## src/rtl/op_pipe_pkg.sv

```systemverilog
// Shared constants and types for the operand-pair pipeline.
package op_pipe_pkg;

  // Operation codes selected by the MODE parameter of op_pipe_stream.
  localparam int OP_XOR = 0;
  localparam int OP_ADD = 1;
  localparam int OP_SUB = 2;
  localparam int OP_AND = 3;

  // Default operand width and the matching operand-pair layout {a, b}.
  localparam int OP_PAIR_WIDTH = 32;

  typedef struct packed {
    logic [OP_PAIR_WIDTH-1:0] a;
    logic [OP_PAIR_WIDTH-1:0] b;
  } op_pair_t;

  // Bits needed to carry one operand pair of the given operand width.
  function automatic int pair_bits(input int width);
    return 2 * width;
  endfunction

endpackage

```

## src/rtl/op_pipe_stage.sv

```systemverilog
// One valid/ready register slice. Advances when empty or when the slice
// downstream advances; data only loads when a valid item actually enters.
module op_pipe_stage
  import op_pipe_pkg::*;
#(
  parameter int WIDTH = pair_bits(OP_PAIR_WIDTH)
) (
  input  logic             clk,
  input  logic             reset_n,
  input  logic             flush_i,
  input  logic             up_valid_i,
  input  logic [WIDTH-1:0] up_data_i,
  input  logic             down_advance_i,
  output logic             advance_o,
  output logic             valid_o,
  output logic [WIDTH-1:0] data_o
);

  logic             valid_q, valid_d;
  logic [WIDTH-1:0] data_q, data_d;

  // Advance condition and next state; flush wins over any incoming item.
  always_comb begin
    advance_o = !valid_q || down_advance_i;
    valid_d   = valid_q;
    data_d    = data_q;
    if (flush_i) begin
      valid_d = 1'b0;
    end else if (advance_o) begin
      valid_d = up_valid_i;
    end
    if (advance_o && up_valid_i && !flush_i) begin
      data_d = up_data_i;
    end
  end

  // Slice registers with asynchronous clear.
  always_ff @(posedge clk or negedge reset_n) begin
    if (!reset_n) begin
      valid_q <= 1'b0;
      data_q  <= '0;
    end else begin
      valid_q <= valid_d;
      data_q  <= data_d;
    end
  end

  assign valid_o = valid_q;
  assign data_o  = data_q;

endmodule

```

## src/rtl/op_pipe_stream.sv

```systemverilog
// Streaming operand-pair pipeline: DEPTH delay slices carrying {a, b},
// then a result register holding op(a, b) and its carry/borrow.
module op_pipe_stream
  import op_pipe_pkg::*;
#(
  parameter int WIDTH = 32,
  parameter int DEPTH = 2,
  parameter int MODE  = 0
) (
  input  logic                        clk,
  input  logic                        reset_n,
  input  logic                        flush,
  input  logic                        in_valid,
  output logic                        in_ready,
  input  logic [WIDTH-1:0]            in_a,
  input  logic [WIDTH-1:0]            in_b,
  output logic                        out_valid,
  input  logic                        out_ready,
  output logic [WIDTH-1:0]            out_data,
  output logic                        out_carry,
  output logic [$clog2(DEPTH+2)-1:0]  occupancy
);

  localparam int PW    = pair_bits(WIDTH);
  localparam int OCC_W = $clog2(DEPTH + 2);

  // Element gi feeds slice gi; element DEPTH feeds the result register.
  logic [DEPTH:0]  chain_valid;
  logic [DEPTH:0]  chain_adv;
  logic [PW-1:0]   chain_data [DEPTH+1];

  logic             out_valid_q, out_valid_d;
  logic [WIDTH-1:0] out_data_q, out_data_d;
  logic             out_carry_q, out_carry_d;
  logic [OCC_W-1:0] occ_q, occ_d;

  logic [WIDTH-1:0] a_last, b_last;
  logic [WIDTH:0]   res_full;
  logic             in_xfer, out_xfer;

  assign chain_valid[0] = in_valid;
  assign chain_data[0]  = {in_a, in_b};

  genvar gi;
  generate
    if (WIDTH < 1 || DEPTH < 1 || DEPTH > 16) begin : g_bad_size
      $error("op_pipe_stream: WIDTH must be >= 1 and DEPTH in 1..16");
    end

    for (gi = 0; gi < DEPTH; gi++) begin : g_stage
      op_pipe_stage #(.WIDTH(PW)) u_stage (
        .clk            (clk),
        .reset_n        (reset_n),
        .flush_i        (flush),
        .up_valid_i     (chain_valid[gi]),
        .up_data_i      (chain_data[gi]),
        .down_advance_i (chain_adv[gi+1]),
        .advance_o      (chain_adv[gi]),
        .valid_o        (chain_valid[gi+1]),
        .data_o         (chain_data[gi+1])
      );
    end

    // The operation is fixed at elaboration; one (WIDTH+1)-bit form covers
    // all modes so bit WIDTH is the carry/borrow or a constant zero.
    if (MODE == OP_XOR) begin : g_xor
      assign res_full = {1'b0, a_last ^ b_last};
    end else if (MODE == OP_ADD) begin : g_add
      assign res_full = {1'b0, a_last} + {1'b0, b_last};
    end else if (MODE == OP_SUB) begin : g_sub
      assign res_full = {1'b0, a_last} - {1'b0, b_last};
    end else if (MODE == OP_AND) begin : g_and
      assign res_full = {1'b0, a_last & b_last};
    end else begin : g_bad_mode
      $error("op_pipe_stream: MODE must be 0 (XOR), 1 (ADD), 2 (SUB) or 3 (AND)");
      assign res_full = '0;
    end
  endgenerate

  assign a_last = chain_data[DEPTH][PW-1:WIDTH];
  assign b_last = chain_data[DEPTH][WIDTH-1:0];

  // Ready chain terminates at the result register; inputs are refused while flushing.
  always_comb begin
    chain_adv[DEPTH] = !out_valid_q || out_ready;
    in_ready         = chain_adv[0] && !flush;
    in_xfer          = in_valid && in_ready;
    out_xfer         = out_valid_q && out_ready;
  end

  // Result register next state and occupancy bookkeeping.
  always_comb begin
    out_valid_d = out_valid_q;
    out_data_d  = out_data_q;
    out_carry_d = out_carry_q;
    occ_d       = occ_q;
    if (flush) begin
      out_valid_d = 1'b0;
    end else if (chain_adv[DEPTH]) begin
      out_valid_d = chain_valid[DEPTH];
    end
    if (chain_adv[DEPTH] && chain_valid[DEPTH] && !flush) begin
      out_data_d  = res_full[WIDTH-1:0];
      out_carry_d = res_full[WIDTH];
    end
    if (flush) begin
      occ_d = '0;
    end else if (in_xfer && !out_xfer) begin
      occ_d = occ_q + OCC_W'(1);
    end else if (out_xfer && !in_xfer) begin
      occ_d = occ_q - OCC_W'(1);
    end
  end

  // Result and occupancy registers with asynchronous clear.
  always_ff @(posedge clk or negedge reset_n) begin
    if (!reset_n) begin
      out_valid_q <= 1'b0;
      out_data_q  <= '0;
      out_carry_q <= 1'b0;
      occ_q       <= '0;
    end else begin
      out_valid_q <= out_valid_d;
      out_data_q  <= out_data_d;
      out_carry_q <= out_carry_d;
      occ_q       <= occ_d;
    end
  end

  assign out_valid = out_valid_q;
  assign out_data  = out_data_q;
  assign out_carry = out_carry_q;
  assign occupancy = occ_q;

endmodule

```

## config.mk

```make
export PLATFORM = sky130hd
export DESIGN_NAME = op_pipe_stream
export DESIGN_NICKNAME = d
export VERILOG_FILES = /design/src/rtl/op_pipe_pkg.sv /design/src/rtl/op_pipe_stage.sv /design/src/rtl/op_pipe_stream.sv
export SDC_FILE = /design/constraint.sdc
export NUM_CORES = 1
export LEC_CHECK = 0
export BUFFER_PORTS_ARGS = -buffer_cell sky130_fd_sc_hd__buf_4
export CAP_MARGIN = 20
export CORE_MARGIN = 5
export CORE_UTILIZATION = 51
export DETAILED_ROUTE_END_ITERATION = 16
export GPL_TIMING_DRIVEN = 0
export PLACE_DENSITY = 0.73
export SYNTH_ARGS = -nofsm -noshare
export SYNTH_HDL_FRONTEND = slang
export SYNTH_HIERARCHICAL = 1
export SYNTH_SLANG_ARGS = --single-unit
```

## constraint.sdc

```tcl
create_clock -name clk -period 2.7 [get_ports clk]
set_clock_uncertainty 0.1 [all_clocks]
set_input_delay 0 -clock clk [delete_from_list [all_inputs] [get_ports clk]]
set_output_delay 0 -clock clk [all_outputs]
set_load 0.1 [all_outputs]
```

==> summary.txt <==
Detailed routing
  – Initial DRT Pass Iterations: 4
  – # DRC: 0
  – Drt total wl: 13600 um
  – Avg WL per Cell: 17.1 um
  – Number of routed nets with antenna violations: 0
  – DR vias: 3853
  – DR vias/cell: 4.86
  – First DRT Iteration DRCs: 150

Synth
  – Synth Warn #: 6
  – Synthesized instance count: 407
  – Top post-synthesis cells by area: dfrtp_1 (57%), mux2_4 (25%), mux2_2 (5.5%)
  – Largest area contributor in the netlist: dfrtp_1
  – Syn Area/Cell: 17.7 um^2
  – Seq cells post-synth: 165
  – Share of the synthesized area in the top cell type: 0.574
  – Async SR Flop Fraction: 1.00
  – Mapped Nets: 476
  – Mapped Area: 0.00719 mm^2
  – Post-synth EDFFs: 0
  – Ys flop type: dfrtp_1
  – Library cells used by synthesis: 26
  – Seq/Total Area, Yosys: 0.574

Power and ir drop
  – Switching Share: 0.387
  – Sequential share of power: 0.371
  – Max rail drop VDD: 0.000761 V
  – Int Power: 5.89 mW
  – Comb power frac: 0.380
  – Pwr dens: 1010 mW/mm^2
  – Switching pwr: 3.72 mW
  – Clock share of power: 0.250
  – Lkg Pwr: 4.45 nW
  – Design Power: 9.61 mW

Placement
  – Dpl cells: 692
  – Placed inst area: 0.00824 mm^2
  – Port bufs: 104
  – HPWL after detailed placement: 8520 um
  – Worst slack, placed: 0.574 ns
  – RePlAce Congestion: 0.752

Timing
  – Relative slew slack: 0.606
  – Setup TNS: 0 ns
  – Slew @ Worst Pin: 0.591 ns
  – Hold Vio Cnt, Final: 0
  – Setup-failing EPs final: 0
  – Fin. max-slew vios: 0
  – Fmax: 470 MHz
  – Min Clock Period, post-route: 2.13 ns
  – Post-route clock period utilization: 0.789
  – Unrepaired setup endpoints after global routing: false
  – Hold WS: 0.0260 ns
  – Setup WS post-layout: 0.570 ns

Global routing
  – Pin count of the biggest net entering global routing: 116
  – Global-route wire length before repair: 22300 um
  – Antenna violations before repair: 0
  – Number of global-route vias before repair: 4362
  – Total track usage: 0.173
  – Remaining Overflow, GRT: 0

Setup path
  – CP startpoint kind: flip-flop
  – R2r setup slk: 0.57 ns
  – Crit-path max FO: 5
  – Req. time, crit path: 2.96 ns
  – Crit Path Category: reg2reg
  – Crit path DAT: 2.39 ns
  – Crit. End Element: flip-flop

Cells and area
  – Final Util: 0.687
  – Area delta synth->final: 32.5%
  – Layout cells sized above 1: 0.515
  – Diodes inserted: 0
  – FILL cells: 963
  – Layout Nets: 669
  – Final instance area: 0.00953 mm^2
  – Non-Filler Instances: 793

CTS
  – CTS root buf: clkbuf_16
  – Latest clock arrival within the worst-skew pair: 0.43 ns
  – Post-CTS Hold Buffers: 69
  – Post-CTS Setup Bufs: 0
  – H-tree levels: 4
  – Sinks on Clock Net: 165
  – Post_cts resized: 0
  – CTS tree: built
  – CTS max path bufs: 2
  – Total CTS buffers: 17
  – Clock Pin Slew Worst Setup and Hold Paths: 0.06 ns

Floorplanning
  – Row count: 43
  – Die ar.: 0.0166 mm^2
  – Chip height: 129 um
  – CORE AREA: 0.0139 mm^2
  – Chip Width: 129 um
  – Ports: 106
  – Starting Density: 0.518

Worst hold path
  – Worst min path class: in2async

Job
  – Max-cap viol count: 0

Outcome
  – Status: complete, no violations
critical path, stage by stage (launching register included):
cell      delay [ns]
dfrtp_1         0.39
nor2b_4         0.21
inv_1           0.08
nor2b_4         0.13
inv_1           0.08
nor2b_4         0.14
inv_1           0.06
and2_0          0.22
or4b_1          0.54
nand4b_1        0.12
cell usage after synthesis (2+ instances only):
cell type,number
nor3b_2,2
mux2_2,35
nor2b_4,3
a21oi_1,2
inv_1,3
buf_12,12
nor2_1,8
buf_6,5
xor2_1,32
mux2_4,120
mux2_1,6
dfrtp_1,165
state kept, by name, summed over array words and instances, names as in the netlist:
signal	cells
g_stage.u_stage/valid_o	2
out_data	32
g_stage.u_stage/data_o	128
occupancy	2
out_valid	1
power groups by stage:
stage               sequential, mW  combinational, mW  clock, mW
floorplan                     5.29               1.06          0
global placement              3.58               3.51          0
detailed placement            3.60               3.57          0
CTS                           3.57               3.67       2.46
global route                  3.65               3.79       2.57
finish                        3.56               3.65       2.40
cell families (layout without fill, tap and decap cells):
logic type / count (synthesis) / after routing / synth area share
mux: 161 / 161 / 0.315
compound gates: 3 / 3 / 0.00244
simple gates: 22 / 22 / 0.0237
xor+xnor: 33 / 33 / 0.0402
other cells: 1 / 1 / 0.000521
buf+inv: 22 / 228 / 0.0445
flops: 165 / 165 / 0.574
placed cells by master, fill, tap and decap left out, drive strengths merged:
cell,count
nand4b,1
buf,125
nand3,1
inv,3
clkinvlp,3
nor2b,4
mux2,161
xnor2,1
and2,1
nand2,1
bufinv,2
conb,1
o211ai,1
clkinv,3
nor2,8
clkbuf,24
a21oi,2
nand3b,1
nor3b,4
dlygate4sd3,68
xor2,32
or4b,1
dfrtp,165
layer usage:
layer | GRT usage | vias up | part of all wire
li1 | - | 1799 | -
met1 | 0.227 | 1962 | 0.45
met2 | 0.277 | 77 | 0.49
met3 | 0.0498 | 15 | 0.043
met4 | 0.0605 | 0 | 0.015
met5 | 0 | - | 0
area by class of cell:
class / count / area, um^2 / area share
Buffer: 19 / 309 / 0.0324
Clock buffer: 24 / 492 / 0.0516
Clock inverter: 8 / 97.6 / 0.0102
Inverter: 3 / 11.3 / 0.00118
Multi-Input combinational cell: 220 / 2750 / 0.288
Sequential cell: 165 / 4130 / 0.433
Tap cell: 180 / 225 / 0.0236
Timing Repair Buffer: 174 / 1520 / 0.160
final timing paths:
check,depth (start not counted),from,endpoint
setup reg to reg,9,out_valid$_DFFE_PN0P_,occupancy[1]$_DFFE_PN0P_
setup / recovery,9,out_valid$_DFFE_PN0P_,occupancy[1]$_DFFE_PN0P_
hold / removal,3,reset_n,g_stage[1].u_stage/data_o[56]$_DFFE_PN0P_
min in group clk,4,in_valid,occupancy[1]$_DFFE_PN0P_
hold reg to reg,1,out_data[4]$_DFFE_PN0P_,out_data[4]$_DFFE_PN0P_
max in group asynchronous,3,reset_n,g_stage[1].u_stage/data_o[3]$_DFFE_PN0P_
Note: power is estimated with default switching activity, not from simulation.
